`config.mk`:
```
export PLATFORM = sky130hd
export DESIGN_NAME = vector_mem_unit
export DESIGN_NICKNAME = d
export VERILOG_FILES = /design/src/rtl/vector_mem_unit.sv
export SDC_FILE = /design/constraint.sdc
export NUM_CORES = 1
export LEC_CHECK = 0
export BUFFER_PORTS_ARGS = -buffer_cell sky130_fd_sc_hd__buf_2
export CORE_ASPECT_RATIO = 1.1
export CORE_MARGIN = 2
export CORE_UTILIZATION = 56
export DETAILED_ROUTE_END_ITERATION = 16
export GPL_TIMING_DRIVEN = 0
export PLACE_DENSITY = 0.84
export SLEW_MARGIN = 0
export SYNTH_ARGS = -nofsm -noshare
export SYNTH_HDL_FRONTEND = slang
export SYNTH_SLANG_ARGS = --single-unit
```
`constraint.sdc`:
```
create_clock -name clk -period 7.17 [get_ports clk]
set_input_delay 1.434 -clock clk [delete_from_list [all_inputs] [get_ports clk]]
set_output_delay 1.434 -clock clk [all_outputs]
set_load 0.005 [all_outputs]
```
`src/rtl/vector_mem_unit.sv`:
```
// Multi-cycle vector load/store engine: sequences NUM_ELEM element accesses to a narrow data memory.
// Optional build macro VMEM_STRIDE_EN adds a stride input (element address = base + idx*stride).
module vector_mem_unit #(
  parameter int ADDR_W   = 16,
  parameter int ELEM_W   = 16,
  parameter int NUM_ELEM = 16
) (
  input  logic                       clk,
  input  logic                       rst_n,
  input  logic                       start,
  input  logic                       op_store,
  input  logic [ADDR_W-1:0]          base_addr,
`ifdef VMEM_STRIDE_EN
  input  logic [ADDR_W-1:0]          stride,
`endif
  input  logic [NUM_ELEM*ELEM_W-1:0] wdata_vec,
  output logic                       busy,
  output logic                       done,
  output logic [NUM_ELEM*ELEM_W-1:0] rdata_vec,
  output logic [ADDR_W-1:0]          mem_addr,
  output logic [ELEM_W-1:0]          mem_wdata,
  output logic                       mem_we,
  output logic                       mem_re,
  input  logic [ELEM_W-1:0]          mem_rdata,
  input  logic                       mem_ready
);

  localparam int VEC_W = NUM_ELEM * ELEM_W;
  localparam int IDX_W = $clog2(NUM_ELEM);

  typedef enum logic [1:0] {
    IDLE   = 2'd0,
    ACCESS = 2'd1,
    DONE   = 2'd2
  } state_t;

  state_t            state_r;
  logic [IDX_W-1:0]  idx_r;
  logic              op_store_r;
  logic [ADDR_W-1:0] base_r;
  logic [VEC_W-1:0]  wdata_r;
  logic [VEC_W-1:0]  load_buf_r;

  logic [ADDR_W-1:0] stride_s;
  logic [IDX_W-1:0]  next_idx_s;
  logic [ADDR_W-1:0] next_addr_s;
  logic [ELEM_W-1:0] next_wdata_s;
  logic [VEC_W-1:0]  load_next_s;

`ifdef VMEM_STRIDE_EN
  logic [ADDR_W-1:0] stride_r;
  assign stride_s = stride_r;
`else
  assign stride_s = ADDR_W'(1);
`endif

  // Next element address/data, and the load buffer with the element arriving this cycle merged in
  always_comb begin
    next_idx_s   = idx_r + IDX_W'(1);
    next_addr_s  = base_r + ADDR_W'(next_idx_s) * stride_s;
    next_wdata_s = wdata_r[next_idx_s*ELEM_W +: ELEM_W];
    load_next_s  = load_buf_r;
    load_next_s[idx_r*ELEM_W +: ELEM_W] = mem_rdata;
  end

  // Control FSM with all outputs registered
  always_ff @(posedge clk or negedge rst_n) begin
    if (!rst_n) begin
      state_r    <= IDLE;
      idx_r      <= {IDX_W{1'b0}};
      op_store_r <= 1'b0;
      base_r     <= {ADDR_W{1'b0}};
      wdata_r    <= {VEC_W{1'b0}};
      load_buf_r <= {VEC_W{1'b0}};
`ifdef VMEM_STRIDE_EN
      stride_r   <= {ADDR_W{1'b0}};
`endif
      busy       <= 1'b0;
      done       <= 1'b0;
      rdata_vec  <= {VEC_W{1'b0}};
      mem_addr   <= {ADDR_W{1'b0}};
      mem_wdata  <= {ELEM_W{1'b0}};
      mem_we     <= 1'b0;
      mem_re     <= 1'b0;
    end else begin
      case (state_r)
        IDLE: begin
          done <= 1'b0;
          if (start) begin
            state_r    <= ACCESS;
            idx_r      <= {IDX_W{1'b0}};
            op_store_r <= op_store;
            base_r     <= base_addr;
            wdata_r    <= wdata_vec;
`ifdef VMEM_STRIDE_EN
            stride_r   <= stride;
`endif
            busy       <= 1'b1;
            mem_addr   <= base_addr;
            mem_we     <= op_store;
            mem_re     <= ~op_store;
            mem_wdata  <= op_store ? wdata_vec[ELEM_W-1:0] : {ELEM_W{1'b0}};
          end else begin
            busy <= 1'b0;
          end
        end
        ACCESS: begin
          // Without mem_ready every output simply holds (wait state)
          if (mem_ready) begin
            if (!op_store_r) begin
              load_buf_r <= load_next_s;
            end else begin
              load_buf_r <= load_buf_r;
            end
            if (idx_r == IDX_W'(NUM_ELEM-1)) begin
              state_r   <= DONE;
              done      <= 1'b1;
              mem_we    <= 1'b0;
              mem_re    <= 1'b0;
              mem_addr  <= {ADDR_W{1'b0}};
              mem_wdata <= {ELEM_W{1'b0}};
              if (!op_store_r) begin
                rdata_vec <= load_next_s;
              end else begin
                rdata_vec <= rdata_vec;
              end
            end else begin
              idx_r     <= next_idx_s;
              mem_addr  <= next_addr_s;
              mem_wdata <= op_store_r ? next_wdata_s : {ELEM_W{1'b0}};
            end
          end else begin
            idx_r <= idx_r;
          end
        end
        DONE: begin
          state_r <= IDLE;
          done    <= 1'b0;
          busy    <= 1'b0;
        end
        default: begin
          state_r   <= IDLE;
          busy      <= 1'b0;
          done      <= 1'b0;
          mem_we    <= 1'b0;
          mem_re    <= 1'b0;
          mem_addr  <= {ADDR_W{1'b0}};
          mem_wdata <= {ELEM_W{1'b0}};
        end
      endcase
    end
  end

endmodule

```
==> impl_results.md <==
- GRT Util Overall: 35.6%
- Dpl ws: between 3 and 4 ns
- Syn. warnings: 0
- Share of the synthesized area in the top cell type: 56.5%
- Crit-path max FO: 10
- WHS Path Cells: 2
- Yosys top cell by area: dfrtp_1
- Worst Hold Launch: wdata_r[110]
- Total grt overflow: 0
- ANT nets after route: 0
- Hold Buf Count CTS: 0
- Post-cts gate resize count: 0
- Hold endpoint: wdata_r[110]
- Starting Density: 56.4%
- Htree depth: 3
- Largest net degree at the start of global routing: approximately 130
- Layout area overhead: 18.7%
- Number of synthesized flops with an enable pin: 0
- Die area: 67400 µm²
- Clock Tree Buf Depth: 3
- Clock Sinks: 827
- Required time of the critical path: 7.66 ns
- Cell count after synthesis: between 3000 and 4000
- Status: complete, no violations
- Register area share after synthesis: 56.5%
- Top Ports: 585
- Vias per cell: 5.92
- Arrival @ worst endpoint: 4.56 ns
- Synth area leaders: dfrtp_1, nand2_1, mux2i_1
- Max_cap viols: 0
- Most common cell in the netlist: nand2_1
- Fin crit share: 56.8%
- Vias: around 31000
- Pwr per Cell Area: 399 nW/µm²
- Final Critical Period: about 4.1 ns
- Layout Skew: approximately 0.023 ns
- Die width: between 200 and 250 µm
- Post-CTS Setup Repair Bufs: 0
- Worst Setup Path Type: reg -> reg
- Setup ws final: 3.10 ns
- Top cell types by occurrence after synthesis: nand2_1, dfrtp_1, o21ai_0
- Final Hold Vio Count: 0
- IO Port Bufs: 571
- Post-synthesis cell area: 36600 µm²
- Ys flop type: dfrtp_1
- Pleak: 0.0223 µW
- Dpl cell area: between 40000 and 50000 µm²
- Die Y: 272 µm
- FFs w/ async S/R, synth: 100%
- Rows: 98
- Net Count, Synth: 3921
- # DRC: 0
- Drt wl/cell: 23.0 µm
- Flops & latches, synth: 827
- Fmax achieved: 246 MHz
- Worst setup EP type: flop
- FF-to-FF path depth: 11
- Least-Margin Pin Slew: between 1 and 1.5 ns
- Detailed Route Iter0 Violations: 2888
- Worst skew pair latency: roughly 0.64 ns
- Nets: 4584
- Share of cells above drive strength 1: ~22%
- Vias in the first global route: 31000
- Worst r2r src: idx_r[0]
- RSZ-0062 raised after global routing: false
- Design area: between 40000 and 50000 µm²
- Slew HR: between 20 and 30%
- 1st-pass router iterations: 8
- Syn_area_per_cell: 10.1 µm²
- First-pass GRT wire length: 181000 µm
- Count of cell types in the netlist: 64
- CTS Buf Count: 83
- FF-to-FF End: rdata_vec[127]
- # setup viols final: 0
- Min-Delay Path Class: reg -> reg
- Root Driver: clkbuf_16
- Initial antenna violation count: 12
- CTS tree: yes
- Max IR drop VDD: 308 µV
- Final Max Slew Viols: 0
- RePlAce Congestion: 1.00
- Placeable Area: 64900 µm²
- Clk pin slew, worst setup/hold paths: 0.06 ns
- Final WL: 120000 µm
- Post-DP HPWL: between 80000 and 90000 µm
- CP startpoint kind: flop
- Reg2Reg Setup Slack: 3.10 ns
- Setup TNS: 0 ns
metrics by stage:
stage | instances | hold WS [ns] | total power, µW | utilization [%]
3_5_place_dp | 5048 | 0.456 | 12800 | 62.8
2_1_floorplan | 3620 | 0.433 | 10600 | -
3_3_place_gp | 5041 | 0.449 | 12600 | 62.5
5_1_grt | 5196 | 0.485 | 18100 | 67.0
4_1_cts | 5190 | 0.469 | 17200 | 66.9
6_report | 5200 | 0.471 | 17300 | 67.0
kinds of logic after synthesis:
| family | after synthesis | share of synthesized area [%] |
|---|---|---|
| xor+xnor | 19 | 0.537 |
| mux | 382 | 13.0 |
| simple gates | 1599 | 17.9 |
| fa+ha+maj | 8 | 0.294 |
| flops | 827 | 56.5 |
| buf+inv | 258 | 3.70 |
| compound gates | 527 | 7.97 |
layout make-up:
class                           count  area (µm²)
Inverter                            8        30.0
Multi-Input combinational cell   2535       14600
Clock buffer                      124        2450
Tap cell                          850        1060
Clock inverter                     18         231
Timing Repair Buffer              578        3060
Antenna cell                       10        25.0
Sequential cell                   827       20700
Buffer                            250        1320
Fill cell                        4841       21400
flip-flops by register name, summed over array words and instances, names as in the netlist, 2 cells and up:
register and cells:
base_r 16, idx_r 4, load_buf_r 256, mem_addr 16
mem_wdata 16, rdata_vec 256, state_r 2, wdata_r 256
layer usage:
layer	GRT usage [%]	up-vias	share of wire [%]
met5	0	-	0.036
li1	-	13400	-
met2	58.4	1829	48
met1	42.9	15100	35
met3	6.52	448	9.0
met4	24.2	8	8.0
cells in the final DEF (no fill, tap or decap), types with 14 or more instances in the layout:
cell type  instances
nand2_1         1407
dfrtp_1          827
buf_2            629
o21ai_0          361
mux2i_1          257
clkbuf_1         161
o21ai_1           87
clkbuf_16         84
mux4_2            64
and3_1            40
and2_1            39
mux2_2            39
nor2_1            32
buf_6             29
mux2_4            20
clkbuf_8          20
buf_4             19
a221oi_1          16
a221o_1           16
and2_0            14
worst max path at each step:
stage | startpoint | end | slack, ns | cells past startpoint
after global routing | idx_r[0] | rdata_vec[127] | 2.82 | 11
after detailed placement | idx_r[0] | rdata_vec[127] | 3.06 | 11
after floorplan | idx_r[0] | load_buf_r[102] | 4.26 | 11
final | idx_r[0] | rdata_vec[127] | 3.10 | 11
after CTS | idx_r[0] | rdata_vec[127] | 3.05 | 11
after global placement | rst_n | wdata_r[117] | -12.53 | 1
power breakdown:
group	leakage, µW	switching, µW	internal [µW]
registers	0.0111	849	6000
clock network	0.00133	1880	2510
logic	0.00988	3770	2340
total	0.0223	6490	10800
worst max-delay path, stage by stage, from the launching register on:
cell,delay (ns)
dfrtp_1,0.46
buf_6,0.23
buf_6,0.22
clkbuf_1,0.40
clkbuf_1,0.55
nor3_1,0.11
ha_1,0.48
a21boi_4,0.41
nand3_2,0.30
buf_2,0.33
mux2i_1,0.32
o21ai_0,0.12
(Power assumes the default switching activity.)
